<file path="src/rtl/adder_sched.sv">
// adder_sched: two-port valid/ready scheduler sharing one fixed-latency double-precision add/sub datapath.
// Build option ADDER_SCHED_RR_EN selects round-robin tie-breaking; undefined gives fixed port-0 priority.
module adder_sched #(
    parameter int unsigned LAT = 1
) (
    input  logic          clk,
    input  logic          rst_n,
    input  logic [1:0]    req_valid,
    output logic [1:0]    req_ready,
    input  logic [127:0]  req_fpa,
    input  logic [127:0]  req_fpb,
    input  logic [1:0]    req_sub,
    input  logic [1:0]    req_db,
    input  logic [3:0]    req_rm,
    output logic          dp_valid,
    output logic [63:0]   dp_fpa,
    output logic [63:0]   dp_fpb,
    output logic          dp_sub,
    output logic          dp_db,
    output logic [1:0]    dp_rm,
    input  logic          dp_ss,
    input  logic [10:0]   dp_es,
    input  logic [56:0]   dp_fs,
    input  logic [57:0]   dp_fls,
    output logic [1:0]    rsp_valid,
    input  logic [1:0]    rsp_ready,
    output logic          rsp_ss,
    output logic [10:0]   rsp_es,
    output logic [56:0]   rsp_fs,
    output logic [57:0]   rsp_fls,
    output logic          busy,
    output logic [1:0]    dbg_state
);

    // Handshakes: a transfer occurs on port N in any cycle where valid[N] and ready[N] are both high;
    // the source holds valid and data until then. req_ready is only ever raised in IDLE, rsp_valid only in RESP.
    typedef enum logic [1:0] {
        IDLE = 2'd0,
        EXEC = 2'd1,
        RESP = 2'd2
    } state_t;

    localparam logic [3:0] LAT_L = 4'(LAT);

    state_t        state_q, state_d;
    logic          owner_q, owner_d;
    logic [3:0]    cnt_q, cnt_d;
    logic [63:0]   opa_q, opa_d;
    logic [63:0]   opb_q, opb_d;
    logic          sub_q, sub_d;
    logic          db_q, db_d;
    logic [1:0]    rm_q, rm_d;
    logic          ss_q, ss_d;
    logic [10:0]   es_q, es_d;
    logic [56:0]   fs_q, fs_d;
    logic [57:0]   fls_q, fls_d;
    logic          gnt_port;

`ifdef ADDER_SCHED_RR_EN
    logic          last_q, last_d;
`endif

    always_comb begin
        gnt_port = 1'b0;
        if (req_valid == 2'b10) begin
            gnt_port = 1'b1;
        end
`ifdef ADDER_SCHED_RR_EN
        else if (req_valid == 2'b11) begin
            gnt_port = ~last_q;
        end
`endif
    end

    always_comb begin
        state_d   = state_q;
        owner_d   = owner_q;
        cnt_d     = cnt_q;
        opa_d     = opa_q;
        opb_d     = opb_q;
        sub_d     = sub_q;
        db_d      = db_q;
        rm_d      = rm_q;
        ss_d      = ss_q;
        es_d      = es_q;
        fs_d      = fs_q;
        fls_d     = fls_q;
        req_ready = 2'b00;
`ifdef ADDER_SCHED_RR_EN
        last_d    = last_q;
`endif
        unique case (state_q)
            IDLE: begin
                // Ready is gated by reset so every output reads 0 while rst_n is low.
                if (rst_n && (|req_valid)) begin
                    req_ready[gnt_port] = 1'b1;
                    owner_d = gnt_port;
                    opa_d   = gnt_port ? req_fpa[127:64] : req_fpa[63:0];
                    opb_d   = gnt_port ? req_fpb[127:64] : req_fpb[63:0];
                    sub_d   = req_sub[gnt_port];
                    db_d    = req_db[gnt_port];
                    rm_d    = gnt_port ? req_rm[3:2] : req_rm[1:0];
                    cnt_d   = LAT_L;
                    state_d = EXEC;
`ifdef ADDER_SCHED_RR_EN
                    last_d  = gnt_port;
`endif
                end
            end
            EXEC: begin
                cnt_d = cnt_q - 4'd1;
                if (cnt_q == 4'd1) begin
                    ss_d    = dp_ss;
                    es_d    = dp_es;
                    fs_d    = dp_fs;
                    fls_d   = dp_fls;
                    state_d = RESP;
                end
            end
            RESP: begin
                if (rsp_ready[owner_q]) begin
                    state_d = IDLE;
                end
            end
            default: state_d = IDLE;
        endcase
    end

    always_ff @(posedge clk) begin
        if (!rst_n) begin
            state_q <= IDLE;
            owner_q <= 1'b0;
            cnt_q   <= 4'd0;
            opa_q   <= 64'd0;
            opb_q   <= 64'd0;
            sub_q   <= 1'b0;
            db_q    <= 1'b0;
            rm_q    <= 2'd0;
            ss_q    <= 1'b0;
            es_q    <= 11'd0;
            fs_q    <= 57'd0;
            fls_q   <= 58'd0;
`ifdef ADDER_SCHED_RR_EN
            last_q  <= 1'b1;
`endif
        end else begin
            state_q <= state_d;
            owner_q <= owner_d;
            cnt_q   <= cnt_d;
            opa_q   <= opa_d;
            opb_q   <= opb_d;
            sub_q   <= sub_d;
            db_q    <= db_d;
            rm_q    <= rm_d;
            ss_q    <= ss_d;
            es_q    <= es_d;
            fs_q    <= fs_d;
            fls_q   <= fls_d;
`ifdef ADDER_SCHED_RR_EN
            last_q  <= last_d;
`endif
        end
    end

    assign dp_valid  = (state_q == EXEC);
    assign dp_fpa    = opa_q;
    assign dp_fpb    = opb_q;
    assign dp_sub    = sub_q;
    assign dp_db     = db_q;
    assign dp_rm     = rm_q;
    assign rsp_valid = (state_q == RESP) ? (owner_q ? 2'b10 : 2'b01) : 2'b00;
    assign rsp_ss    = ss_q;
    assign rsp_es    = es_q;
    assign rsp_fs    = fs_q;
    assign rsp_fls   = fls_q;
    assign busy      = (state_q != IDLE);
    assign dbg_state = state_q;

endmodule

</file>
<file path="config.mk">
export PLATFORM = sky130hd
export DESIGN_NAME = adder_sched
export DESIGN_NICKNAME = d
export VERILOG_FILES = /design/src/rtl/adder_sched.sv
export SDC_FILE = /design/constraint.sdc
export NUM_CORES = 1
export LEC_CHECK = 0
export ABC_AREA = 1
export CORE_AREA = 2 2 256 258
export CTS_BUF_LIST = sky130_fd_sc_hd__clkbuf_4
export DETAILED_ROUTE_END_ITERATION = 6
export DIE_AREA = 0 0 258 260
export SYNTH_ARGS = -nofsm -noshare
export SYNTH_HDL_FRONTEND = slang
export SYNTH_SLANG_ARGS = --single-unit
</file>
<file path="constraint.sdc">
create_clock -name clk -period 1.75 [get_ports clk]
set_input_delay 0.4375 -clock clk [delete_from_list [all_inputs] [get_ports clk]]
set_output_delay 0.4375 -clock clk [all_outputs]
set_load 0.01 [all_outputs]
</file>
==> out/results.ini <==
[outcome]
status=finished with violations
failed_checks=setup timing

[clock_tree]
path_clk_slew_ps=70
ctsHoldBuffers=0
cts_inserted_buffers=78
cts_tree=done
cts.sinks=266
clk_latency_ps=780
root_buffer=clkbuf_4
htreeDepth=3
max-clock-path-buffers=3

[synthesis]
ys_top_cells_by_count=nand2_1, dfxtp_1, nor2_1, a21oi_1, o21ai_0
synth_edf_count=0
synth_nets=2008
post-synth-top-count-cell=nand2_1
syn_inst=1609
synth.top_cell.area_share=0.489
synth_area_leader_cell=dfxtp_1
async_reset_ff_frac=0
post_synth.cell_area_avg_um2=6.76
synth_flop_cell=dfxtp_1
synth.distinct_cells=23
synthTopCellsByArea=dfxtp_1, nand2_1, nor2_1, a21oi_1, o21ai_0
syn_area_mm2=0.0109
yosysSeqAreaShare=0.489
ys_ff_latch=266
synth_warnings=0

[flow_run]
drv_cap=0

[routing]
drc_errors=0
detail_route.first_pass.iterations=5
wl_per_cell_um=15.6
via_per_inst=3.97
routed_wl_mm=51.4
drt_iter0_markers=544
vias=13100
ant_nets=0

[timing]
fin_ws_ps=-364
rsz0062_at_grt=yes
tns_ps=-2040
maxSlewViolCount=0
fmax_mhz=473
tightest_slew_ps=437
fin_worst_skew_ps=61.4
hold_violations=0
setup_viol_count_final=8
final.min_clock_period_ps=2110
relSlewSlack=0.709
finalCritPeriodShare=1.21

[floorplanning]
fp-row-count=93
die_x_um=258
dieArea_mm2=0.0671
dieHeight_um=260
start_util=0.170
ios=664
fp.coreArea_mm2=0.0641

[setup_path]
crit_fanout=3
crit_path_start_kind=flip-flop
rrSetupSlack_ps=40
rr_endpoint=rsp_fs[22]
slowest_stage=dfxtp_2
reg2reg_depth=11
endpoint_kind=output pin
r2r_start=dbg_state[1]
criticalPathCategory=reg -> out
slowest_delay_ps=310
required_ps=1310
cp.arrival_ps=1680
crit_chain=nor2_1, buf_4, nand3_4, nor2_4, buf_6
cp-startpoint=dbg_state[1]

[global_route]
antenna_found_initial=4
grt_pass1_vias=12700
grt_util_all_layers=0.142
grt_pass1_wl_mm=73.7
grt_overflow=0
grt_max_degree=97

[place]
place.gp.congestion=0.818
place_hpwl_mm=36.7
dp.cells=3100
numPortBuffers=663
placement.cell_area_mm2=0.0190

[final_layout]
fin_cells=3304
synthToLayoutAreaGrowth_pct=97.1
fin_area_mm2=0.0214
fin_nets=2778
final_layout_size_suffix_gt1_frac=0.341

[pwr]
p_total_mw=17.1
peakVddDrop_v=0.000347
p_leak_nw=9.19
p_per_area_mw_per_mm2=798

[min_path]
holdPathEnd=rsp_fls[4]
min_from=dp_fls[4]
hold_depth=3
hp-class=in -> reg

critical path: cells and delay by family, from the launching register on:
family                 cells  cell delay (ps)
flip-flops                 1              310
AND/OR/NAND/NOR            3              310
buffers and inverters      2              280
cells by family (layout without fill, tap and decap cells):
family                     Yosys count  after routing  synth area share
buffers and inverters              129            962            0.0546
other                                0              6                 0
and+or+nand+nor                    943            944             0.330
AOI/OAI and AO/OA                  269            269             0.124
DFF                                266            266             0.489
adders and majority gates            2              2           0.00230
worst max-delay path by stage:
| stage | end | slack (ps) | depth (start not counted) |
|---|---|---|---|
| 6_report | req_ready[1] | -360 | 5 |
| 3_5_place_dp | req_ready[0] | -590 | 6 |
| 5_1_grt | req_ready[0] | -550 | 5 |
| 3_3_place_gp | req_ready[0] | -560 | 6 |
| 4_1_cts | req_ready[1] | -530 | 5 |
| 2_1_floorplan | req_ready[1] | 170 | 4 |
routing by layer:
metal	part of all wire	vias to the layer above	track usage	routed length, µm
met1	0.39	5825	0.158	20300
met4	0.026	2	0.0523	1340
li1	-	6648	-	-
met2	0.49	553	0.249	25400
met5	0.00031	-	0	16
met3	0.085	80	0.0510	4380
sequential cells by signal, indices dropped and copies added (netlist names):
| signal | cells |
|---|---|
| dp_fpa | 64 |
| dp_fpb | 64 |
| rsp_fls | 58 |
| rsp_fs | 57 |
| rsp_es | 11 |
| cnt_q | 4 |
| dbg_state | 2 |
| dp_rm | 2 |
| dp_db | 1 |
| dp_sub | 1 |
| owner_q | 1 |
| rsp_ss | 1 |
what timing repair did:
action                     in CTS  in global routing
pin swaps                       2                  6
gates cloned                    3                  7
setup buffers                  23                 23
gates resized for setup      1662                 53
setup endpoints to repair     270                399
per-stage QoR:
step                      utilization  setup WS (ps)  hold WS, ps
final                           0.335           -364          266
after global routing            0.335           -547          150
after CTS                       0.327           -534          104
after detailed placement        0.296           -586          455
after global placement          0.296           -558          450
after floorplan                     -            172          460
cell usage in the layout (no fill, tap or decap), types with 4 or more instances in the layout:
cell type        instances
clkdlybuf4s50_1        395
clkbuf_4               120
nor2_1                 248
dfxtp_1                  5
o21ai_0                104
buf_4                  106
a21oi_1                134
nand3_1                  5
dfxtp_4                  4
nor2_4                   4
buf_16                   4
buf_12                  19
o21ai_1                 21
nand2_1                669
diode_2                  6
clkinv_1                16
o21ai_2                  4
inv_1                   10
dfxtp_2                257
buf_6                  267
nor2_2                  12
clkbuf_16                7
report_power, final:
group          leakage [nW]  internal [mW]  switching, mW
registers              2.29           6.54          0.285
clock network         0.613           3.29           2.87
logic                  6.30           2.34           1.79
total                  9.19           12.2           4.95
final cells by class:
type | count | area (µm²)
inverters | 16 | 92.6
fillers | 6770 | 42700
repair buffers | 802 | 8480
clock inverters | 24 | 136
flip-flops and latches | 266 | 5660
diodes | 6 | 15.0
well taps | 855 | 1070
multi-input cells | 1215 | 5090
clock buffers | 120 | 901
Power figures use the tool's default switching activity.
